$ cat src/rtl/gru_mem_pkg.sv
// rtl/gru_mem_pkg.sv - shared widths and burst FSM states for the GRU memory path
package gru_mem_pkg;

   localparam int GRU_ADDR_WIDTH = 8;
   localparam int GRU_DATA_WIDTH = 32;
   localparam int GRU_LEN_WIDTH  = GRU_ADDR_WIDTH + 1;

   typedef enum logic [1:0] {
      ST_IDLE  = 2'd0,
      ST_ISSUE = 2'd1,
      ST_DRAIN = 2'd2,
      ST_DONE  = 2'd3
   } burst_state_t;

endpackage

$ cat src/rtl/sync_fifo.sv
// rtl/sync_fifo.sv - small synchronous FIFO with occupancy count
module sync_fifo #(
   parameter int WIDTH = 33,
   parameter int DEPTH = 2
) (
   input  logic                         clk,
   input  logic                         rst,
   input  logic                         i_push,
   input  logic [WIDTH-1:0]             i_push_data,
   input  logic                         i_pop,
   output logic [WIDTH-1:0]             o_pop_data,
   output logic [$clog2(DEPTH+1)-1:0]   o_count,
   output logic                         o_empty
);

   localparam int PW = (DEPTH > 1) ? $clog2(DEPTH) : 1;
   localparam int CW = $clog2(DEPTH + 1);

   logic [WIDTH-1:0] r_mem [DEPTH];
   logic [PW-1:0]    r_wr_ptr;
   logic [PW-1:0]    r_rd_ptr;
   logic [CW-1:0]    r_count;
   logic             w_do_pop;
   logic             w_do_push;

   function automatic logic [PW-1:0] next_ptr(input logic [PW-1:0] p);
      if (p == PW'(DEPTH - 1)) begin
         return '0;
      end
      return p + PW'(1);
   endfunction

   // A push into a full FIFO is only accepted when a pop frees a slot in the same cycle
   assign w_do_pop  = i_pop && (r_count != '0);
   assign w_do_push = i_push && ((r_count != CW'(DEPTH)) || w_do_pop);

   assign o_pop_data = r_mem[r_rd_ptr];
   assign o_count    = r_count;
   assign o_empty    = (r_count == '0);

   // Storage write; contents need no reset because the count gates every read
   always_ff @(posedge clk) begin
      if (w_do_push) begin
         r_mem[r_wr_ptr] <= i_push_data;
      end
   end

   // Pointer and occupancy bookkeeping
   always_ff @(posedge clk or posedge rst) begin
      if (rst) begin
         r_wr_ptr <= '0;
         r_rd_ptr <= '0;
         r_count  <= '0;
      end else begin
         if (w_do_push) begin
            r_wr_ptr <= next_ptr(r_wr_ptr);
         end
         if (w_do_pop) begin
            r_rd_ptr <= next_ptr(r_rd_ptr);
         end
         if (w_do_push && !w_do_pop) begin
            r_count <= r_count + CW'(1);
         end else if (!w_do_push && w_do_pop) begin
            r_count <= r_count - CW'(1);
         end
      end
   end

endmodule

$ cat src/rtl/mem_burst_reader.sv
// rtl/mem_burst_reader.sv - burst read initiator streaming memory words downstream
module mem_burst_reader
   import gru_mem_pkg::*;
#(
   parameter int ADDR_WIDTH = GRU_ADDR_WIDTH,
   parameter int DATA_WIDTH = GRU_DATA_WIDTH,
   parameter int LEN_WIDTH  = GRU_LEN_WIDTH,
   parameter int FIFO_DEPTH = 2
) (
   input  logic                  clk,
   input  logic                  rst,
   input  logic                  start,
   input  logic [ADDR_WIDTH-1:0] base_addr,
   input  logic [LEN_WIDTH-1:0]  length,
   output logic                  busy,
   output logic                  done,
   output logic [ADDR_WIDTH-1:0] mem_addr,
   output logic                  mem_we,
   output logic [DATA_WIDTH-1:0] mem_data_in,
   input  logic [DATA_WIDTH-1:0] mem_data_out,
   output logic                  m_valid,
   input  logic                  m_ready,
   output logic [DATA_WIDTH-1:0] m_data,
   output logic                  m_last
);

   localparam int FCW = $clog2(FIFO_DEPTH + 1);
   localparam int CW  = $clog2(FIFO_DEPTH + 2) + 2;

   burst_state_t          r_state;
   logic [ADDR_WIDTH-1:0] r_next_addr;
   logic [LEN_WIDTH-1:0]  r_remaining;
   logic [ADDR_WIDTH-1:0] r_mem_addr;
   logic                  r_busy;
   logic                  r_done;
   logic [1:0]            r_inflight;
   logic [1:0]            r_inflight_last;
   logic                  r_out_valid;
   logic                  r_out_last;
   logic [DATA_WIDTH-1:0] r_out_data;

   logic                  w_pop;
   logic                  w_arrive;
   logic                  w_load;
   logic                  w_issue;
   logic                  w_fifo_push;
   logic                  w_fifo_pop;
   logic                  w_fifo_empty;
   logic [FCW-1:0]        w_fifo_count;
   logic [DATA_WIDTH:0]   w_fifo_data;
   logic [CW-1:0]         w_need;
   logic [CW-1:0]         w_cap;

   assign mem_we      = 1'b0;
   assign mem_data_in = '0;
   assign mem_addr    = r_mem_addr;
   assign busy        = r_busy;
   assign done        = r_done;
   assign m_valid     = r_out_valid;
   assign m_data      = r_out_data;
   assign m_last      = r_out_last;

   // The output register acts as one extra buffer slot in front of the FIFO, so two
   // reads can be in flight while a word waits, giving 1 word/clk without overflow.
   assign w_pop        = r_out_valid & m_ready;
   assign w_arrive     = r_inflight[1];
   assign w_load       = ~r_out_valid | w_pop;
   assign w_fifo_pop   = w_load & ~w_fifo_empty;
   assign w_fifo_push  = w_arrive & ~(w_load & w_fifo_empty);

   // Issue only if every word already buffered or in flight, plus this one, fits even
   // if the consumer stalls from now on; a pop this cycle frees one slot.
   assign w_need  = CW'(w_fifo_count) + CW'(r_out_valid) + CW'(r_inflight[0])
                  + CW'(r_inflight[1]) + CW'(1);
   assign w_cap   = CW'(FIFO_DEPTH + 1) + CW'(w_pop);
   assign w_issue = (r_state == ST_ISSUE) && (r_remaining != '0) && (w_need <= w_cap);

   sync_fifo #(
      .WIDTH (DATA_WIDTH + 1),
      .DEPTH (FIFO_DEPTH)
   ) u_fifo (
      .clk         (clk),
      .rst         (rst),
      .i_push      (w_fifo_push),
      .i_push_data ({r_inflight_last[1], mem_data_out}),
      .i_pop       (w_fifo_pop),
      .o_pop_data  (w_fifo_data),
      .o_count     (w_fifo_count),
      .o_empty     (w_fifo_empty)
   );

   // Burst FSM with address/remaining counters and registered busy/done/mem_addr
   always_ff @(posedge clk or posedge rst) begin
      if (rst) begin
         r_state     <= ST_IDLE;
         r_next_addr <= '0;
         r_remaining <= '0;
         r_mem_addr  <= '0;
         r_busy      <= 1'b0;
         r_done      <= 1'b0;
      end else begin
         case (r_state)
            ST_IDLE: begin
               r_done <= 1'b0;
               if (start) begin
                  if (length == '0) begin
                     r_state <= ST_DONE;
                     r_done  <= 1'b1;
                  end else begin
                     r_state     <= ST_ISSUE;
                     r_busy      <= 1'b1;
                     r_next_addr <= base_addr;
                     r_remaining <= length;
                  end
               end
            end
            ST_ISSUE: begin
               if (w_issue) begin
                  r_mem_addr  <= r_next_addr;
                  r_next_addr <= r_next_addr + ADDR_WIDTH'(1);
                  r_remaining <= r_remaining - LEN_WIDTH'(1);
                  if (r_remaining == LEN_WIDTH'(1)) begin
                     r_state <= ST_DRAIN;
                  end
               end
            end
            ST_DRAIN: begin
               if (w_pop && r_out_last) begin
                  r_state <= ST_DONE;
                  r_busy  <= 1'b0;
                  r_done  <= 1'b1;
               end
            end
            ST_DONE: begin
               r_state <= ST_IDLE;
               r_done  <= 1'b0;
            end
            default: begin
               r_state <= ST_IDLE;
               r_busy  <= 1'b0;
               r_done  <= 1'b0;
            end
         endcase
      end
   end

   // Two-stage tag shift marking which cycles carry valid (and final) read data
   always_ff @(posedge clk or posedge rst) begin
      if (rst) begin
         r_inflight      <= 2'b00;
         r_inflight_last <= 2'b00;
      end else begin
         r_inflight      <= {r_inflight[0], w_issue};
         r_inflight_last <= {r_inflight_last[0], w_issue && (r_remaining == LEN_WIDTH'(1))};
      end
   end

   // Output stage: refill from the FIFO head first, else take arriving data directly
   always_ff @(posedge clk or posedge rst) begin
      if (rst) begin
         r_out_valid <= 1'b0;
         r_out_last  <= 1'b0;
         r_out_data  <= '0;
      end else if (w_load) begin
         if (!w_fifo_empty) begin
            r_out_valid <= 1'b1;
            r_out_last  <= w_fifo_data[DATA_WIDTH];
            r_out_data  <= w_fifo_data[DATA_WIDTH-1:0];
         end else if (w_arrive) begin
            r_out_valid <= 1'b1;
            r_out_last  <= r_inflight_last[1];
            r_out_data  <= mem_data_out;
         end else begin
            r_out_valid <= 1'b0;
            r_out_last  <= 1'b0;
         end
      end
   end

endmodule

$ cat config.mk
export PLATFORM = sky130hd
export DESIGN_NAME = mem_burst_reader
export DESIGN_NICKNAME = d
export VERILOG_FILES = /design/src/rtl/gru_mem_pkg.sv /design/src/rtl/sync_fifo.sv /design/src/rtl/mem_burst_reader.sv
export SDC_FILE = /design/constraint.sdc
export NUM_CORES = 1
export LEC_CHECK = 0
export ABC_CLOCK_PERIOD_IN_PS = 6050
export CAP_MARGIN = 20
export CORE_AREA = 5 5 125 127
export DETAILED_ROUTE_END_ITERATION = 8
export DIE_AREA = 0 0 130 132
export HOLD_SLACK_MARGIN = 0.08
export PLACE_DENSITY = 0.73
export SLEW_MARGIN = 5
export SYNTH_ARGS = -nofsm -noshare
export SYNTH_HDL_FRONTEND = slang
export SYNTH_SLANG_ARGS = --single-unit
$ cat constraint.sdc
create_clock -name clk -period 6.05 [get_ports clk]
set_clock_uncertainty 0.2 [all_clocks]
set_input_delay 1.21 -clock clk [delete_from_list [all_inputs] [get_ports clk]]
set_output_delay 1.21 -clock clk [all_outputs]
set_load 0.03 [all_outputs]
After elaboration in Yosys (flattened, before gate mapping)

Memory sizes are Yosys's and may differ from the RTL's.
Cells that the tools add are included.
W data, S select, Z words.

Add/subtract/negate cells: 11
Magnitude comparators: 1
Equal/unequal tests: 11
Mux-type cells: 40
Bitwise logic cells: 8
Reduce and logical (&&, ||, !) cells: 26

Operators with widths:

| cell                  | number |
|---|---|
| $mux W32              | 2 |
| $mux W9               | 3 |
| $mux W8               | 3 |
| $mux W1               | 20 |
| $pmux W9 S2           | 1 |
| $pmux W8 S2           | 1 |
| $mux W2               | 7 |
| $ne A2 B2 Y1 const B  | 6 |
| $reduce_and A4 Y1     | 3 |
| $eq A9 B1 Y1 const B  | 1 |
| $logic_not A9 Y1      | 1 |
| $reduce_bool A9 Y1    | 1 |
| $sub A9 B1 Y9 const B | 1 |
| $add A8 B1 Y8 const B | 1 |
| $logic_and A1 B1 Y1   | 8 |
| $pmux W2 S4           | 1 |
| $reduce_bool A2 Y1    | 4 |
| $reduce_and A2 Y1     | 3 |
| $add A3 B1 Y4         | 1 |
| $add A4 B1 Y4         | 1 |
| $add A4 B1 Y4 const B | 1 |
| $and A1 B1 Y1         | 4 |
| $eq A2 B2 Y1 const B  | 2 |
| $le A4 B3 Y1          | 1 |
| other kinds (15)      | 20 |

Register bits after elaboration: 71
RAM bits: 66
Input bits: 53
Output and inout bits: 77
Memories kept: 1

Memory list:

| name         | words | width | read ports | clocked after Yosys merged registers in | write ports | RTL line        | text |
|---|---|---|---|---|---|---|---|
| u_fifo.r_mem | 2     | 33    | 1          | 0                                       | 1           | sync_fifo.sv:19 | `logic [WIDTH-1:0] r_mem [DEPTH];` |

Logic depth before layout (Yosys ltp)

Gate-level depths: netlist of run 1.

Depth after elaboration: 10
Gate-level depth with buffers: 13
Gate-level depth less buffers: 11

Cells and area by module

A second synthesis of run 1 with hierarchy kept.

Cell total of the unflattened synthesis: 518
Area total of the unflattened synthesis: 6358.6 um2

By module, submodules not included:

| module           | times used | cells each | area each (um2) | sequential area each (um2) |
|---|---|---|---|---|
| mem_burst_reader | 1          | 396        | 3754.9          | 1676.6 |
| sync_fifo        | 1          | 122        | 2603.7          | 2082.0 |

Worst setup path after synthesis of run 1

No wires, ideal clock.

Path kind: input port to flip-flop
Start: in m_ready
End: mem u_fifo.r_mem[0][0], enable pin
Setup time: 423 ps
Arrival: 3215 ps
Required time: 5427 ps
Path slack: 2212 ps
Stages: 5
Path buffers: 1
Path through: nand2b_1 buf_1 xnor2_1 o21ai_0 nor2_1

Longest elaborated chain between the ends: 8
Elaborated cells between the ends (all ways): 11

RTL lines:

| element                                             | RTL line                                       | text |
|---|---|---|
| from (decl)                                         | mem_burst_reader.sv:22                         | `input logic m_ready,` |
| $and A1 B1 Y1 (*)                                   | mem_burst_reader.sv:65                         | `assign w_pop = r_out_valid & m_ready;` |
| $or A1 B1 Y1 (*)                                    | mem_burst_reader.sv:67                         | `assign w_load = ~r_out_valid \| w_pop;` |
| $and A1 B1 Y1 (on tied branches)                    | mem_burst_reader.sv:69, mem_burst_reader.sv:68 |  |
| $not A1 Y1 or $logic_and A1 B1 Y1 (tied branches)   | mem_burst_reader.sv:69, sync_fifo.sv:34        |  |
| $and A1 B1 Y1 or $logic_or A1 B1 Y1 (tied branches) | mem_burst_reader.sv:69, sync_fifo.sv:35        |  |
| $logic_and A1 B1 Y1 (*)                             | sync_fifo.sv:35                                | `assign w_do_push = i_push && ((r_count != CW'(DEPTH)) \|\| w_do_pop);` |
| $mux W1 (*)                                         | sync_fifo.sv:43                                | `if (w_do_push) begin` |
| $mux W1 (not written as such) (*)                   | sync_fifo.sv:44                                | `r_mem[r_wr_ptr] <= i_push_data;` |
| to (decl)                                           | sync_fifo.sv:19                                |  |

Every way passes the cells marked *; elsewhere a longest branch is shown, timed or not.

Worst setup path in the final report of run 1

Start: reg r_inflight[1]
End: reg r_next_addr[1]

Longest elaborated chain between the ends: 6

RTL lines:

| element                            | RTL line                | text |
|---|---|---|
| from (decl)                        | mem_burst_reader.sv:36  | `logic [1:0] r_inflight;` |
| from (signal assigned)             | mem_burst_reader.sv:153 | `r_inflight <= {r_inflight[0], w_issue};` |
| $add A4 B1 Y4 (2 in series)        | mem_burst_reader.sv:74  | `+ CW'(r_inflight[1]) + CW'(1);` |
| $le A4 B3 Y1                       | mem_burst_reader.sv:76  | `assign w_issue = (r_state == ST_ISSUE) && (r_remaining != '0) && (w_need <= w_cap);` |
| $logic_and A1 B1 Y1                | mem_burst_reader.sv:76  |  |
| $ne A2 B2 Y1 (no source line)      | n/a                     |  |
| $reduce_and A4 Y1 (no source line) | n/a                     |  |
| to (signal assigned)               | mem_burst_reader.sv:112 | `r_next_addr <= base_addr;` |
| to (signal assigned)               | mem_burst_reader.sv:120 | `r_next_addr <= r_next_addr + ADDR_WIDTH'(1);` |
| to (decl)                          | mem_burst_reader.sv:31  | `logic [ADDR_WIDTH-1:0] r_next_addr;` |

No other way between the ends.
A chain may end at the register's enable or synchronous reset.

==> reports/summary.txt, run 1 <==
Pwr dens = 565 mW/mm2
Die Area = 0.0172 mm2
Seq/Total Area, Yosys = 0.590
Starting Density = 0.445
Leakage = 3.15 nW
CORE AREA = 0.0143 mm2
Hold-fix buffers, CTS = 0
P_int = 0.00263 W
Worst VDD drop = 229 uV
Setup Total Neg Slack = 0 ps
Reg-to-reg startpoint = r_inflight[1]$_DFF_PP0_
Min cycle time layout = 4310 ps
Bufs on Longest Clock Path = 2
Via-per-instance ratio = 5.20
Hold_sp = r_inflight_last[0]$_DFF_PP0_
First-pass GRT wire length = 22300 um
Syn Area/Cell = 11.4 um2
Design Power = 0.00446 W
Via count = 4387
Critical Path Start = r_inflight[1]$_DFF_PP0_
Cell count after placement = 811
Final hold slack = 147 ps
Largest cells by area after synthesis = edfxtp_1 31%, dfrtp_1 28%, mux2i_1 5.8%
Switching power total = 0.00183 W
Die X-Extent = 130 um
Drt wl/cell = 16.0 um
Routability cong. = 0.830
CTS buffer count = 17
Number of synthesized flops with an enable pin = 66
Vias in the first global route = 4456
Area of the multi-input gates = 0.00231 mm2
Mux cell area share after synthesis = 0.0782
Hpwl dp = 9060 um
Clk network pwr share = 0.210
I/O pins = 130
Clk slew on worst S/H paths = 60 ps
Outcome = finished, final reports clean
# clock sinks = 137
Root buf cell = clkbuf_16
Post-Synthesis Cells = 558
Worst slack, placed = 1380 ps
Post-detailed-route count of antenna-violating nets = 0
Layout filler cell count = 1209
Count of cell types in the netlist = 53
Final setup fails = 0
Synth Area in XOR/XNOR = 0.00825
Final period utilization = 0.712
Post-synthesis compound-gate area fraction = 0.122
Die Height = 132 um
Diodes inserted = 0
GRT Overall Usage = 0.162
Synth Area in Adders = 0.0318
Switch share = 0.410
Worst path bufs/invs = 2
Final Max Slew Viols = 0
Syn-to-layout area delta = 24.0%
Largest stage delay, worst path = 710 ps
Worst setup SP type = flop
CP top delay family = adder cells
Clock latency at the later pin of the worst-skew pair = 420 ps
I/O Buffers = 96
Post-Syn Area = 0.00637 mm2
Final WL = 13500 um
Worst EP required = 6150 ps
FFs w/ async S/R, synth = 0.518
CP max-delay cell = a311oi_4
Combinational Power Share = 0.439
Simple-gate share of the synthesized area = 0.0990
Worst hold-check path type = flop to flop
Main combinational cell family by area after synthesis = compound AO/OA/AOI/OAI gates
Final setup margin = 1740 ps
Worst Tran Pin Value = 1060 ps
F_max = 0.232 GHz
First drt pass iteration count = 5
Final net count = 714
Post-cts sizing count = 0
Clock tree from TritonCTS = done
Yosys top cell area share = 0.311
Arrival time at the worst endpoint = 4400 ps
Worst slew margin = 0.290
GRT Residual Overflow = 0
Postcts setup bufs = 0
Antenna violations before repair = 1
Proportion of layout cells with a drive suffix above 1 = 0.0910
Crit. End Element = flop
Largest net degree at the start of global routing = 72
WS Path Type = flop to flop
H-tree depth = 4
Crit path max fanout = 15
RSZ-0062 raised after global routing = false
Ys Warns = 0
Final Hold Vio Count = 0
Sequential share of power = 0.351
Ys flop type = dfrtp_1
Post-route DRC = 0
Cell taking the most area after synthesis = edfxtp_1
Row cnt = 44
Synth Register Bits = 137
Maxcap violations = 0
FF+latch area = 0.00376 mm2
Crit path cell chain = inv_1 > ha_1 > inv_1 > fa_1 > fa_1 > ha_1 > a21oi_1 > o21ai_0 > a311oi_4 > and3_1 > mux2_4
Fin cells = 843
Initial DRC Count = 209
-- cell type report --
cell class | instances | area share
Sequential cell | 137 | 0.476
Clock inverter | 15 | 0.0149
Multi-Input combinational cell | 374 | 0.293
Tap cell | 184 | 0.0292
Clock buffer | 17 | 0.0539
Timing Repair Buffer | 100 | 0.125
Inverter | 16 | 0.00776
-- cell usage after synthesis (3+ instances only) --
cell,instances
a21oi_1,54
a31oi_1,10
a41oi_1,5
and2_1,3
buf_1,3
buf_2,4
buf_4,34
clkbuf_1,19
dfrtp_1,71
edfxtp_1,66
ha_1,13
inv_1,16
mux2_2,10
mux2i_1,37
nand2_1,46
nand3_1,11
nand4_1,4
nor2_1,55
nor3_1,3
o21a_1,3
o21ai_0,50
xnor2_1,4
-- placed cells by master (no fill, tap or decap), types with 5 or more instances in the layout --
cell type	synthesis	final
clkdlybuf4s50_1	0	96
a41oi_1	5	5
dfrtp_1	71	70
nand2_1	46	46
nor2_1	55	53
o21ai_0	50	50
ha_1	13	13
inv_1	16	15
a21oi_1	54	54
mux2_2	10	10
clkbuf_16	0	17
conb_1	1	33
mux2i_1	37	37
edfxtp_1	66	66
nand3_1	11	11
a31oi_1	10	10
-- final timing paths --
path	to	slack (ps)	cells past startpoint
setup / recovery	r_next_addr[1]$_DFFE_PP0P_	1740	11
hold / removal	r_inflight_last[1]$_DFF_PP0_	150	0
setup reg to reg	r_next_addr[1]$_DFFE_PP0P_	1740	11
hold reg to reg	r_inflight_last[1]$_DFF_PP0_	150	0
max in group asynchronous	u_fifo.r_rd_ptr$_DFFE_PP0P_	3760	3
min in group asynchronous	m_data[11]$_DFFE_PP0P_	1210	3
-- kinds of logic (layout without fill, tap and decap cells) --
| kind of cell | Yosys count | count (layout) |
|---|---|---|
| compound gates | 134 | 134 |
| xor+xnor | 6 | 6 |
| fa+ha+maj | 15 | 15 |
| buf+inv | 79 | 148 |
| flops | 137 | 137 |
| mux | 48 | 48 |
| other cells | 1 | 33 |
| simple gates | 138 | 138 |
-- power groups by stage --
stage | clock (W) | combinational [W] | sequential [W]
after detailed placement | 0 | 0.00197 | 0.00158
after CTS | 0.000964 | 0.00198 | 0.00157
after global placement | 0 | 0.00192 | 0.00157
after floorplan | 0 | 0.00122 | 0.00174
after global routing | 0.00100 | 0.00216 | 0.00161
final | 0.000937 | 0.00196 | 0.00156
-- per-layer routing --
layer / up-vias / GRT usage / routed length, um
li1: 2109 / - / -
met5: - / 0 / 13
met2: 124 / 0.259 / 6600
met1: 2134 / 0.214 / 5990
met4: 2 / 0.0583 / 136
met3: 18 / 0.0405 / 779
-- flip-flops by register name, summed over array words and instances, names as in the netlist, 2 cells and up --
signal and cells:
u_fifo.r_mem 66, m_data 32, r_remaining 9, mem_addr 8, r_next_addr 8, r_inflight 2
r_inflight_last 2, r_state 2, u_fifo.o_count 2
-- metrics by stage --
stage               instance area [um2]   util
floorplan                          6490      -
global placement                   7350  0.514
detailed placement                 7350  0.514
CTS                                7900  0.552
global route                       7900  0.552
finish                             7900  0.552
No activity file was read; power rests on OpenSTA's default activity.
==> inputs of run 2 (changes only) <==
--- a/config.mk
+++ b/config.mk
@@ -5,7 +5,7 @@
 export SDC_FILE = /design/constraint.sdc
 export NUM_CORES = 1
 export LEC_CHECK = 0
-export ABC_CLOCK_PERIOD_IN_PS = 6050
+export ABC_CLOCK_PERIOD_IN_PS = 4100
 export CAP_MARGIN = 20
 export CORE_AREA = 5 5 125 127
 export DETAILED_ROUTE_END_ITERATION = 8
==> constraint.sdc (replaced) <==
create_clock -name clk -period 4.1 [get_ports clk]
set_clock_uncertainty 0.2 [all_clocks]
set_input_delay 0.82 -clock clk [delete_from_list [all_inputs] [get_ports clk]]
set_output_delay 0.82 -clock clk [all_outputs]
set_load 0.03 [all_outputs]
==> reports/summary.txt, run 2 (synthesis gave the netlist of run 1 again) <==
Outcome = finished, final reports clean
GRT Overall Usage = 0.166 (+0.00429)
Crit path cell chain = inv_1 > ha_1 > inv_1 > fa_1 > fa_1 > ha_1 > nand2_1 > o21ai_0 > a221o_1 > mux2_2
Hold-fix buffers, CTS = 0 (unchanged)
Starting Density = 0.445 (unchanged)
Initial DRC Count = 248 (+19%)
Layout filler cell count = 1228 (+1.6%)
Syn-to-layout area delta = 24.5%
Post-detailed-route count of antenna-violating nets = 0 (unchanged)
Area of the multi-input gates = 0.00231 mm2 (unchanged)
Vias in the first global route = 4450 (-0.13%)
Largest net degree at the start of global routing = 49 (-32%)
Drt wl/cell = 16.4 um (+2.4%)
First-pass GRT wire length = 22600 um (+1.5%)
# clock sinks = 137 (unchanged)
Largest stage delay, worst path = 560 ps (-150 ps)
Clk slew on worst S/H paths = 60 ps (about the same)
CORE AREA = 0.0143 mm2 (unchanged)
Root buf cell = clkbuf_16
GRT Residual Overflow = 0 (unchanged)
Final period utilization = 0.904 (+0.192)
Clock latency at the later pin of the worst-skew pair = 420 ps (about the same)
Row cnt = 44 (unchanged)
Diodes inserted = 0 (unchanged)
Most frequent cells in the layout = 96 x clkdlybuf4s50_1, 70 x dfrtp_1, 66 x edfxtp_1, 54 x a21oi_1, 53 x nor2_1
Via-per-instance ratio = 5.13 (-1.4%)
Post-cts sizing count = 0 (unchanged)
H-tree depth = 4 (unchanged)
Final setup fails = 0 (unchanged)
I/O Buffers = 96 (unchanged)
Antenna violations before repair = 0 (-1)
Die Area = 0.0172 mm2 (unchanged)
Die X-Extent = 130 um (unchanged)
Postcts setup bufs = 0 (unchanged)
Worst setup SP type = flop
Final net count = 719 (+0.70%)
Clock tree from TritonCTS = done
Util after Layout = 0.554 (+0.00227)
Post-route DRC = 0 (unchanged)
CP max-delay cell = a221o_1
Bufs on Longest Clock Path = 2 (unchanged)
Cell count after placement = 816 (+0.62%)
Biggest register = u_fifo.r_mem
FF+latch area = 0.00376 mm2 (unchanged)
WS Path Type = flop to flop
Worst hold-check path type = flop to flop
Post-route cell area = 0.00793 mm2 (+0.41%)
Worst slew margin = 0.303 (+0.0131)
Final Hold Vio Count = 0 (unchanged)
Area post-placement = 0.00740 mm2 (+0.68%)
Maxcap violations = 0 (unchanged)
Final Max Slew Viols = 0 (unchanged)
Via count = 4352 (-0.80%)
Arrival time at the worst endpoint = 3800 ps (-600 ps)
Worst VDD drop = 333 uV (+45%)
Routability cong. = 0.822 (-0.98%)
RSZ-0062 raised after global routing = false
Hpwl dp = 9550 um (+5.5%)
Worst EP required = 4200 ps (-1950 ps)
F_max = 0.270 GHz (+16%)
Fin cells = 848 (+0.59%)
First drt pass iteration count = 4 (-1)
Crit. End Element = flop
Min cycle time layout = 3700 ps (-601 ps)
Pwr dens = 833 mW/mm2 (+48%)
Leakage = 3.16 nW (+0.43%)
Worst Tran Pin Value = 1040 ps (-19.7 ps)
Crit path max fanout = 10 (-5)
Max reg flops = 66 (unchanged)
Proportion of layout cells with a drive suffix above 1 = 0.0934 (+0.00233)
I/O pins = 130 (unchanged)
CTS buffer count = 17 (unchanged)
Setup Total Neg Slack = 0 ps (unchanged)
Commonest non-fill, non-tap cell in the layout = clkdlybuf4s50_1
Die Height = 132 um (unchanged)
Final WL = 13900 um (+3.0%)
-- run 2: cell count changes in the layout (fill, tap and decap cells not counted), moves of 2 or more --
cell / previous run / this run
clkinv_4: 3 / 1
buf_4: 4 / 8
inv_6: 4 / 1
clkbuf_1: 0 / 3
-- run 2: power breakdown --
group	internal, W	leakage, nW	switching [W]	total (W)
Sequential	0.00191	1.44	0.000405	0.00232
Combinational	0.00123	1.48	0.00172	0.00294
Clock	0.000784	0.245	0.000564	0.00135
Total	0.00392	3.16	0.00268	0.00661
-- run 2: final timing paths --
path / start / to / slack, ps / depth (start not counted)
worst max-delay path: r_inflight[1]$_DFF_PP0_ / mem_addr[5]$_DFFE_PP0P_ / 400 / 10
worst min-delay path: r_inflight_last[0]$_DFF_PP0_ / r_inflight_last[1]$_DFF_PP0_ / 160 / 0
worst max register to register: r_inflight[1]$_DFF_PP0_ / mem_addr[5]$_DFFE_PP0P_ / 400 / 10
worst min register to register: r_inflight_last[0]$_DFF_PP0_ / r_inflight_last[1]$_DFF_PP0_ / 160 / 0
max in group asynchronous: rst / m_data[5]$_DFFE_PP0P_ / 2290 / 3
min in group asynchronous: rst / m_data[9]$_DFFE_PP0P_ / 650 / 2
-- run 2: routing by layer --
layer	global-route usage	routed length (um)	up-vias
met5	0	0	-
met1	0.220	6270	2069
met2	0.260	6550	134
li1	-	-	2130
met3	0.0515	882	19
met4	0.0560	209	0
-- run 2: critical path, delay by kind of cell (launching register included) --
kind                     cells  cell delay (ps)
AO/OA/AOI/OAI                2              970
multiplexers                 1              390
AND/OR/NAND/NOR              1               50
adder cells (fa/ha/maj)      4             1420
buffers and inverters        2              130
flip-flops                   1              430
-- run 2: final cells by class --
class	count	area share
Clock buffer	21	0.0568
Clock inverter	11	0.00947
Inverter	16	0.00773
Multi-Input combinational cell	374	0.292
Sequential cell	137	0.474
Tap cell	184	0.0290
Timing Repair Buffer	105	0.131
-- run 2: metrics by stage --
step           hold WS [ps]  worst slack, ps  power [W]
2_1_floorplan           131              536    0.00438
3_3_place_gp            140              496    0.00521
3_5_place_dp            146              399    0.00530
4_1_cts                 162              393    0.00666
5_1_grt                 165              144    0.00708
6_report                159              395    0.00661
